$ cat config.mk
export PLATFORM = sky130hd
export DESIGN_NAME = iru_rot_scan_gen_flat
export DESIGN_NICKNAME = d
export VERILOG_FILES = /design/src/rtl/iru_rot_scan_gen_if.sv /design/src/rtl/iru_rot_scan_gen.sv /design/src/flat_wrapper.sv
export SDC_FILE = /design/constraint.sdc
export NUM_CORES = 1
export LEC_CHECK = 0
export ABC_AREA = 1
export CORE_AREA = 8 8 212 163
export DETAILED_ROUTE_END_ITERATION = 16
export DIE_AREA = 0 0 220 171
export PLACE_DENSITY = 0.64
export SLEW_MARGIN = 5
export SYNTH_ARGS = -nofsm -noshare
export SYNTH_HDL_FRONTEND = slang
export SYNTH_SLANG_ARGS = --single-unit
$ cat constraint.sdc
create_clock -name clk -period 10.3 [get_ports clk]
set_input_delay 3.09 -clock clk [delete_from_list [all_inputs] [get_ports clk]]
set_output_delay 3.09 -clock clk [all_outputs]
set_load 0.005 [all_outputs]
$ cat src/rtl/iru_rot_scan_gen_if.sv
// Output beat bus of the rotation scan generator: one destination pixel and its rotated source per beat.
// Valid/ready handshake; the master holds every field while out_valid=1 and out_ready=0.
interface iru_rot_scan_gen_if #(
  parameter int COORD_W = 5
);
  logic               out_valid;
  logic               out_ready;
  logic [COORD_W-1:0] dst_row;
  logic [COORD_W-1:0] dst_col;
  logic [COORD_W-1:0] src_row;
  logic [COORD_W-1:0] src_col;
  logic               src_in;
  logic               out_last;

  modport master (
    output out_valid, dst_row, dst_col, src_row, src_col, src_in, out_last,
    input  out_ready
  );

  modport slave (
    input  out_valid, dst_row, dst_col, src_row, src_col, src_in, out_last,
    output out_ready
  );
endinterface

$ cat src/rtl/iru_rot_scan_gen.sv
// Raster-sweeps an IMG_DIM x IMG_DIM tile and emits rotated source coordinates; 2-stage pipeline.
// A coordinate issued in cycle N is presented in cycle N+2; the whole pipeline freezes while out_valid & !out_ready.
module iru_rot_scan_gen #(
  parameter int IMG_DIM   = 20,
  parameter int COORD_W   = 5,
  parameter int TRIG_W    = 9,
  parameter int FRAC_BITS = 7,
  parameter int CENTERED  = 0
) (
  input  logic                     clk,
  input  logic                     rst_n,
  input  logic                     start,
  input  logic signed [TRIG_W-1:0] cos_d,
  input  logic signed [TRIG_W-1:0] sin_d,
  output logic                     busy,
  output logic                     done,
  iru_rot_scan_gen_if.master       beat
);

  localparam int PW = COORD_W + TRIG_W + 2;
  localparam int XW = COORD_W + 1;
  localparam logic [COORD_W-1:0]   LAST  = COORD_W'(IMG_DIM - 1);
  localparam logic signed [XW-1:0] CTR   = (CENTERED != 0) ? XW'(IMG_DIM / 2) : '0;
  localparam logic signed [PW-1:0] CTR_P = (CENTERED != 0) ? PW'(IMG_DIM / 2) : '0;
  localparam logic signed [PW-1:0] DIM_P = PW'(IMG_DIM);

  typedef enum logic [1:0] {IDLE, SCAN, DRAIN} state_t;

  state_t                   state, state_nxt;
  logic [COORD_W-1:0]       x, y;
  logic signed [TRIG_W-1:0] cos_q, sin_q;
  logic                     advance, issue, at_end, accept_last;

  logic signed [XW-1:0]     xs, ys;
  logic signed [PW-1:0]     xe, ye, ce, se;

  logic                     s1_vld, s1_last;
  logic [COORD_W-1:0]       s1_row, s1_col;
  logic signed [PW-1:0]     p_xc, p_ys, p_xs, p_yc;

  logic signed [PW-1:0]     sx, sy;
  logic                     in_rng;

  assign advance     = !beat.out_valid || beat.out_ready;
  assign at_end      = (x == LAST) && (y == LAST);
  assign accept_last = beat.out_valid && beat.out_ready && beat.out_last;
  assign busy        = (state != IDLE);

  always_comb begin
    state_nxt = state;
    issue     = 1'b0;
    case (state)
      IDLE:  if (start) state_nxt = SCAN;
      SCAN: begin
        if (advance) begin
          issue = 1'b1;
          if (at_end) state_nxt = DRAIN;
        end
      end
      DRAIN: if (accept_last) state_nxt = IDLE;
      default: state_nxt = IDLE;
    endcase
  end

  always_ff @(posedge clk or negedge rst_n) begin
    if (!rst_n) begin
      state <= IDLE;
      done  <= 1'b0;
    end else begin
      state <= state_nxt;
      done  <= (state == DRAIN) && accept_last;
    end
  end

  always_ff @(posedge clk or negedge rst_n) begin
    if (!rst_n) begin
      x     <= '0;
      y     <= '0;
      cos_q <= '0;
      sin_q <= '0;
    end else if ((state == IDLE) && start) begin
      x     <= '0;
      y     <= '0;
      cos_q <= cos_d;
      sin_q <= sin_d;
    end else if (issue && !at_end) begin
      if (x == LAST) begin
        x <= '0;
        y <= y + 1'b1;
      end else begin
        x <= x + 1'b1;
      end
    end
  end

  // Offset to the rotation centre, then sign-extend everything to the product width.
  always_comb begin
    xs = $signed({1'b0, x}) - CTR;
    ys = $signed({1'b0, y}) - CTR;
    xe = {{(PW-XW){xs[XW-1]}}, xs};
    ye = {{(PW-XW){ys[XW-1]}}, ys};
    ce = {{(PW-TRIG_W){cos_q[TRIG_W-1]}}, cos_q};
    se = {{(PW-TRIG_W){sin_q[TRIG_W-1]}}, sin_q};
  end

  always_ff @(posedge clk or negedge rst_n) begin
    if (!rst_n) begin
      s1_vld  <= 1'b0;
      s1_last <= 1'b0;
      s1_row  <= '0;
      s1_col  <= '0;
      p_xc    <= '0;
      p_ys    <= '0;
      p_xs    <= '0;
      p_yc    <= '0;
    end else if (advance) begin
      s1_vld  <= issue;
      s1_last <= issue && at_end;
      s1_row  <= y;
      s1_col  <= x;
      p_xc    <= xe * ce;
      p_ys    <= ye * se;
      p_xs    <= xe * se;
      p_yc    <= ye * ce;
    end
  end

  // Arithmetic shift floors toward -inf, so slightly negative sums land outside the tile.
  always_comb begin
    sx     = ((p_xc - p_ys) >>> FRAC_BITS) + CTR_P;
    sy     = ((p_xs + p_yc) >>> FRAC_BITS) + CTR_P;
    in_rng = !sx[PW-1] && (sx < DIM_P) && !sy[PW-1] && (sy < DIM_P);
  end

  always_ff @(posedge clk or negedge rst_n) begin
    if (!rst_n) begin
      beat.out_valid <= 1'b0;
      beat.out_last  <= 1'b0;
      beat.dst_row   <= '0;
      beat.dst_col   <= '0;
      beat.src_row   <= '0;
      beat.src_col   <= '0;
      beat.src_in    <= 1'b0;
    end else if (advance) begin
      beat.out_valid <= s1_vld;
      beat.out_last  <= s1_vld && s1_last;
      beat.dst_row   <= s1_row;
      beat.dst_col   <= s1_col;
      beat.src_in    <= in_rng;
      beat.src_row   <= in_rng ? sy[COORD_W-1:0] : '0;
      beat.src_col   <= in_rng ? sx[COORD_W-1:0] : '0;
    end
  end

endmodule

$ cat src/flat_wrapper.sv
// flat-port wrapper written by rule: the top's interface ports become plain ports
module iru_rot_scan_gen_flat 
#(
  parameter int IMG_DIM   = 20,
  parameter int COORD_W   = 5,
  parameter int TRIG_W    = 9,
  parameter int FRAC_BITS = 7,
  parameter int CENTERED  = 0
)
  (clk, rst_n, start, cos_d, sin_d, busy, done, beat_out_valid, beat_dst_row, beat_dst_col, beat_src_row, beat_src_col, beat_src_in, beat_out_last, beat_out_ready);
  iru_rot_scan_gen_if #(.COORD_W(COORD_W)) beat_i ();
  input  logic clk;
  input  logic rst_n;
  input  logic start;
  input  logic signed [TRIG_W-1:0] cos_d;
  input  logic signed [TRIG_W-1:0] sin_d;
  output logic busy;
  output logic done;
  output wire logic [$bits(beat_i.out_valid)-1:0] beat_out_valid;
  output wire logic [$bits(beat_i.dst_row)-1:0] beat_dst_row;
  output wire logic [$bits(beat_i.dst_col)-1:0] beat_dst_col;
  output wire logic [$bits(beat_i.src_row)-1:0] beat_src_row;
  output wire logic [$bits(beat_i.src_col)-1:0] beat_src_col;
  output wire logic [$bits(beat_i.src_in)-1:0] beat_src_in;
  output wire logic [$bits(beat_i.out_last)-1:0] beat_out_last;
  input wire logic [$bits(beat_i.out_ready)-1:0] beat_out_ready;
  assign beat_out_valid = beat_i.out_valid;
  assign beat_dst_row = beat_i.dst_row;
  assign beat_dst_col = beat_i.dst_col;
  assign beat_src_row = beat_i.src_row;
  assign beat_src_col = beat_i.src_col;
  assign beat_src_in = beat_i.src_in;
  assign beat_out_last = beat_i.out_last;
  assign beat_i.out_ready = beat_out_ready;
  iru_rot_scan_gen #(.IMG_DIM(IMG_DIM), .COORD_W(COORD_W), .TRIG_W(TRIG_W), .FRAC_BITS(FRAC_BITS), .CENTERED(CENTERED)) u_core (.clk(clk), .rst_n(rst_n), .start(start), .cos_d(cos_d), .sin_d(sin_d), .busy(busy), .done(done), .beat(beat_i));
endmodule
==> metrics.txt <==
Post-Synthesis Cells 1981; maximum vdd drop 0.000121 V; period utilization 0.532; I/O Buffers 46; routability congestion estimate 0.895; die height 171 um; RSZ-0062 raised after global routing no; GRT overflow 0; Leak 0.00934 uW; final-report max-slew violation count 0; initial antenna violation count 1; mapped cell area 13800 um^2; layout cells sized above 1 0.0279; Resized cells post-CTS 0; Slew @ Worst Pin 1.02 ns; first-pass GRT wire length 56.0 mm; Crit. End Element flop; Most used DFF post-synth dfrtp_1; Yosys top cell area share 0.228; Vias 11500; Max Cap Viol 0; Tot GR Track Use 0.184; final setup fails 0; Syn. warnings 0; Starting Density 0.447; Reg2Reg Launch Point u_core.y[0]; Min-Delay Path Class flop to flop; reg-to-reg slack, setup 5.71 ns; Worst Path Required 10.62 ns; Clk pin slew, worst setup/hold paths 0.06 ns; CP startpoint beat_out_ready; vias in the first global route 11300; CTS Root Cell clkbuf_16; largest net degree at the start of global routing 78; die footprint 37600 um^2; Core Rows 56; P per Cell Area 326 nW/um^2; WL/cell 13.7 um; Initial DRT Pass Iterations 5; Syn Area/Cell 6.98 um^2; Post-Syn Nets 2253; Worst Setup EP u_core.y[4]; minimum clock period 5.48 ns; ant diodes 0; area grow syn2layout 9.98%; DR iter-0 viols 819; Layout Nets 2265; EDFF count, synth 0; CTS Sinks 126; Hold Vio Cnt, Final 0; antenna-violating nets left 0; I/O pin cnt 47; vias per cell 4.77; CP Max Fanout 54; critical path class input port to flop; Synth cell types 32; worst-path cell chain clkdlybuf4s50_1 -> nor2_4 -> buf_4 -> inv_2 -> buf_4 -> nand2_1 -> o21ai_2 -> nand2_1 -> nor3_1 -> nand3_1 -> nand2_1 -> nor2_1; async set-reset flop share out of synthesis 1.00; cts bufs inserted 17; #FFs+latches synth 126; H-tree depth 4; Max clock buf depth 2; CTS tree done; post-synthesis sequential area ratio 0.228; dpl hpwl 26.0 mm; width of the die 220 um; most frequent cell after synthesis nand2_1; Fin Clk Skew 0.0130 ns; Core Area 31000 um^2; Setup Total Neg Slack 0 ns; slowest library cell on the worst path clkdlybuf4s50_1; hold buffer count at CTS 0; hold path depth 2; top area cells in the synthesized netlist dfrtp_1, nand2_1, fa_1; top post-synthesis cells by count nand2_1, inv_1, ha_1; Critical Path Start Type input port; Setup Buffers After CTS 0; R2R depth 14; slew margin rel. 0.318; CP max stage delay 0.53 ns; post-synth top area cell dfrtp_1; capturing point of the worst reg2reg path u_core.p_ys[11]; run status complete, no violations; Fmax achieved 183 MHz; Worst Path Arrival 5.80 ns; Core Util, Final 0.491; DRC viols 0; Skew-Pair Late Insertion Delay 0.44 ns; drt total wl 32.9 mm; cell mode on critical path nand2_1
power by group:
group          switching (uW)  leakage, uW  internal [uW]
clock                     248     0.000281            361
combinational            2180      0.00746           1240
sequential                239      0.00160            684
placed cells by master (no fill, tap or decap), types with 6 or more instances in the layout:
cell,count
dfrtp_1,126
xor2_1,20
xnor2_1,16
nand2_1,631
a31oi_1,9
ha_1,138
clkdlybuf4s50_1,45
inv_1,531
o21ai_0,78
nor3_1,11
or2_2,8
nand3_1,62
o21bai_1,7
buf_4,10
nor2_1,60
nand4_1,24
fa_1,112
clkbuf_16,17
a21oi_1,59
o31ai_1,6
metrics by stage:
stage                     cells  setup WS (ns)  power [uW]  area (um^2)  hold WS, ns
after floorplan            1981           6.08        3440        13800        0.432
after global placement     2380           4.40        4270        14600        0.457
after detailed placement   2380           4.34        4330        14600        0.464
after CTS                  2412           4.80        4980        15200        0.484
after global routing       2412           4.48        5560        15200        0.501
final                      2412           4.82        4950        15200        0.477
state kept, by name, indices dropped and copies added (netlist names), 2 cells and up:
name,flops
u_core.beat.src_row,5
u_core.p_ys,15
u_core.beat.dst_col,5
u_core.p_xc,15
u_core.p_yc,15
u_core.p_xs,15
u_core.sin_q,9
u_core.beat.dst_row,5
u_core.s1_col,5
u_core.x,5
u_core.s1_row,5
u_core.state,2
u_core.cos_q,9
u_core.beat.src_col,5
u_core.y,5
worst min-delay path by stage:
stage,from,endpoint,slack (ns)
final,u_core.s1_vld,u_core.beat.out_valid,0.48
after global routing,u_core.beat.dst_row[0],u_core.beat.dst_row[0],0.50
after CTS,u_core.beat.src_col[1],u_core.beat.src_col[1],0.48
after detailed placement,u_core.s1_col[1],u_core.beat.dst_col[1],0.46
after global placement,u_core.s1_vld,u_core.beat.out_valid,0.46
after floorplan,u_core.s1_vld,u_core.beat.out_valid,0.43
cell families after synthesis:
| group | count (synthesis) | synth area share |
|---|---|---|
| compound gates | 168 | 0.0657 |
| xor+xnor | 36 | 0.0228 |
| fa+ha+maj | 250 | 0.287 |
| buf+inv | 595 | 0.163 |
| flops | 126 | 0.228 |
| simple gates | 806 | 0.233 |
metal layers:
metal | up-vias | track usage | routed length (um)
li1 | 5874 | - | -
met3 | 27 | 0.0282 | 1950
met4 | 0 | 0.0432 | 392
met5 | - | 0 | 0
met2 | 246 | 0.275 | 13400
met1 | 5361 | 0.276 | 17100
worst max-delay path: cells and delay by family:
| kind | cells | cell delay [ns] |
|---|---|---|
| simple gates | 7 | 0.96 |
| buf+inv | 4 | 1.43 |
| compound gates | 1 | 0.31 |
area by class of cell:
class / instances / area, um^2
inverter: 532 / 2000
tap: 406 / 508
clock buffer: 19 / 433
multi-input combinational: 1260 / 8420
clock inverter: 13 / 156
sequential: 126 / 3150
fill: 3081 / 15800
timing repair buffer: 56 / 537
(Power assumes the default switching activity.)
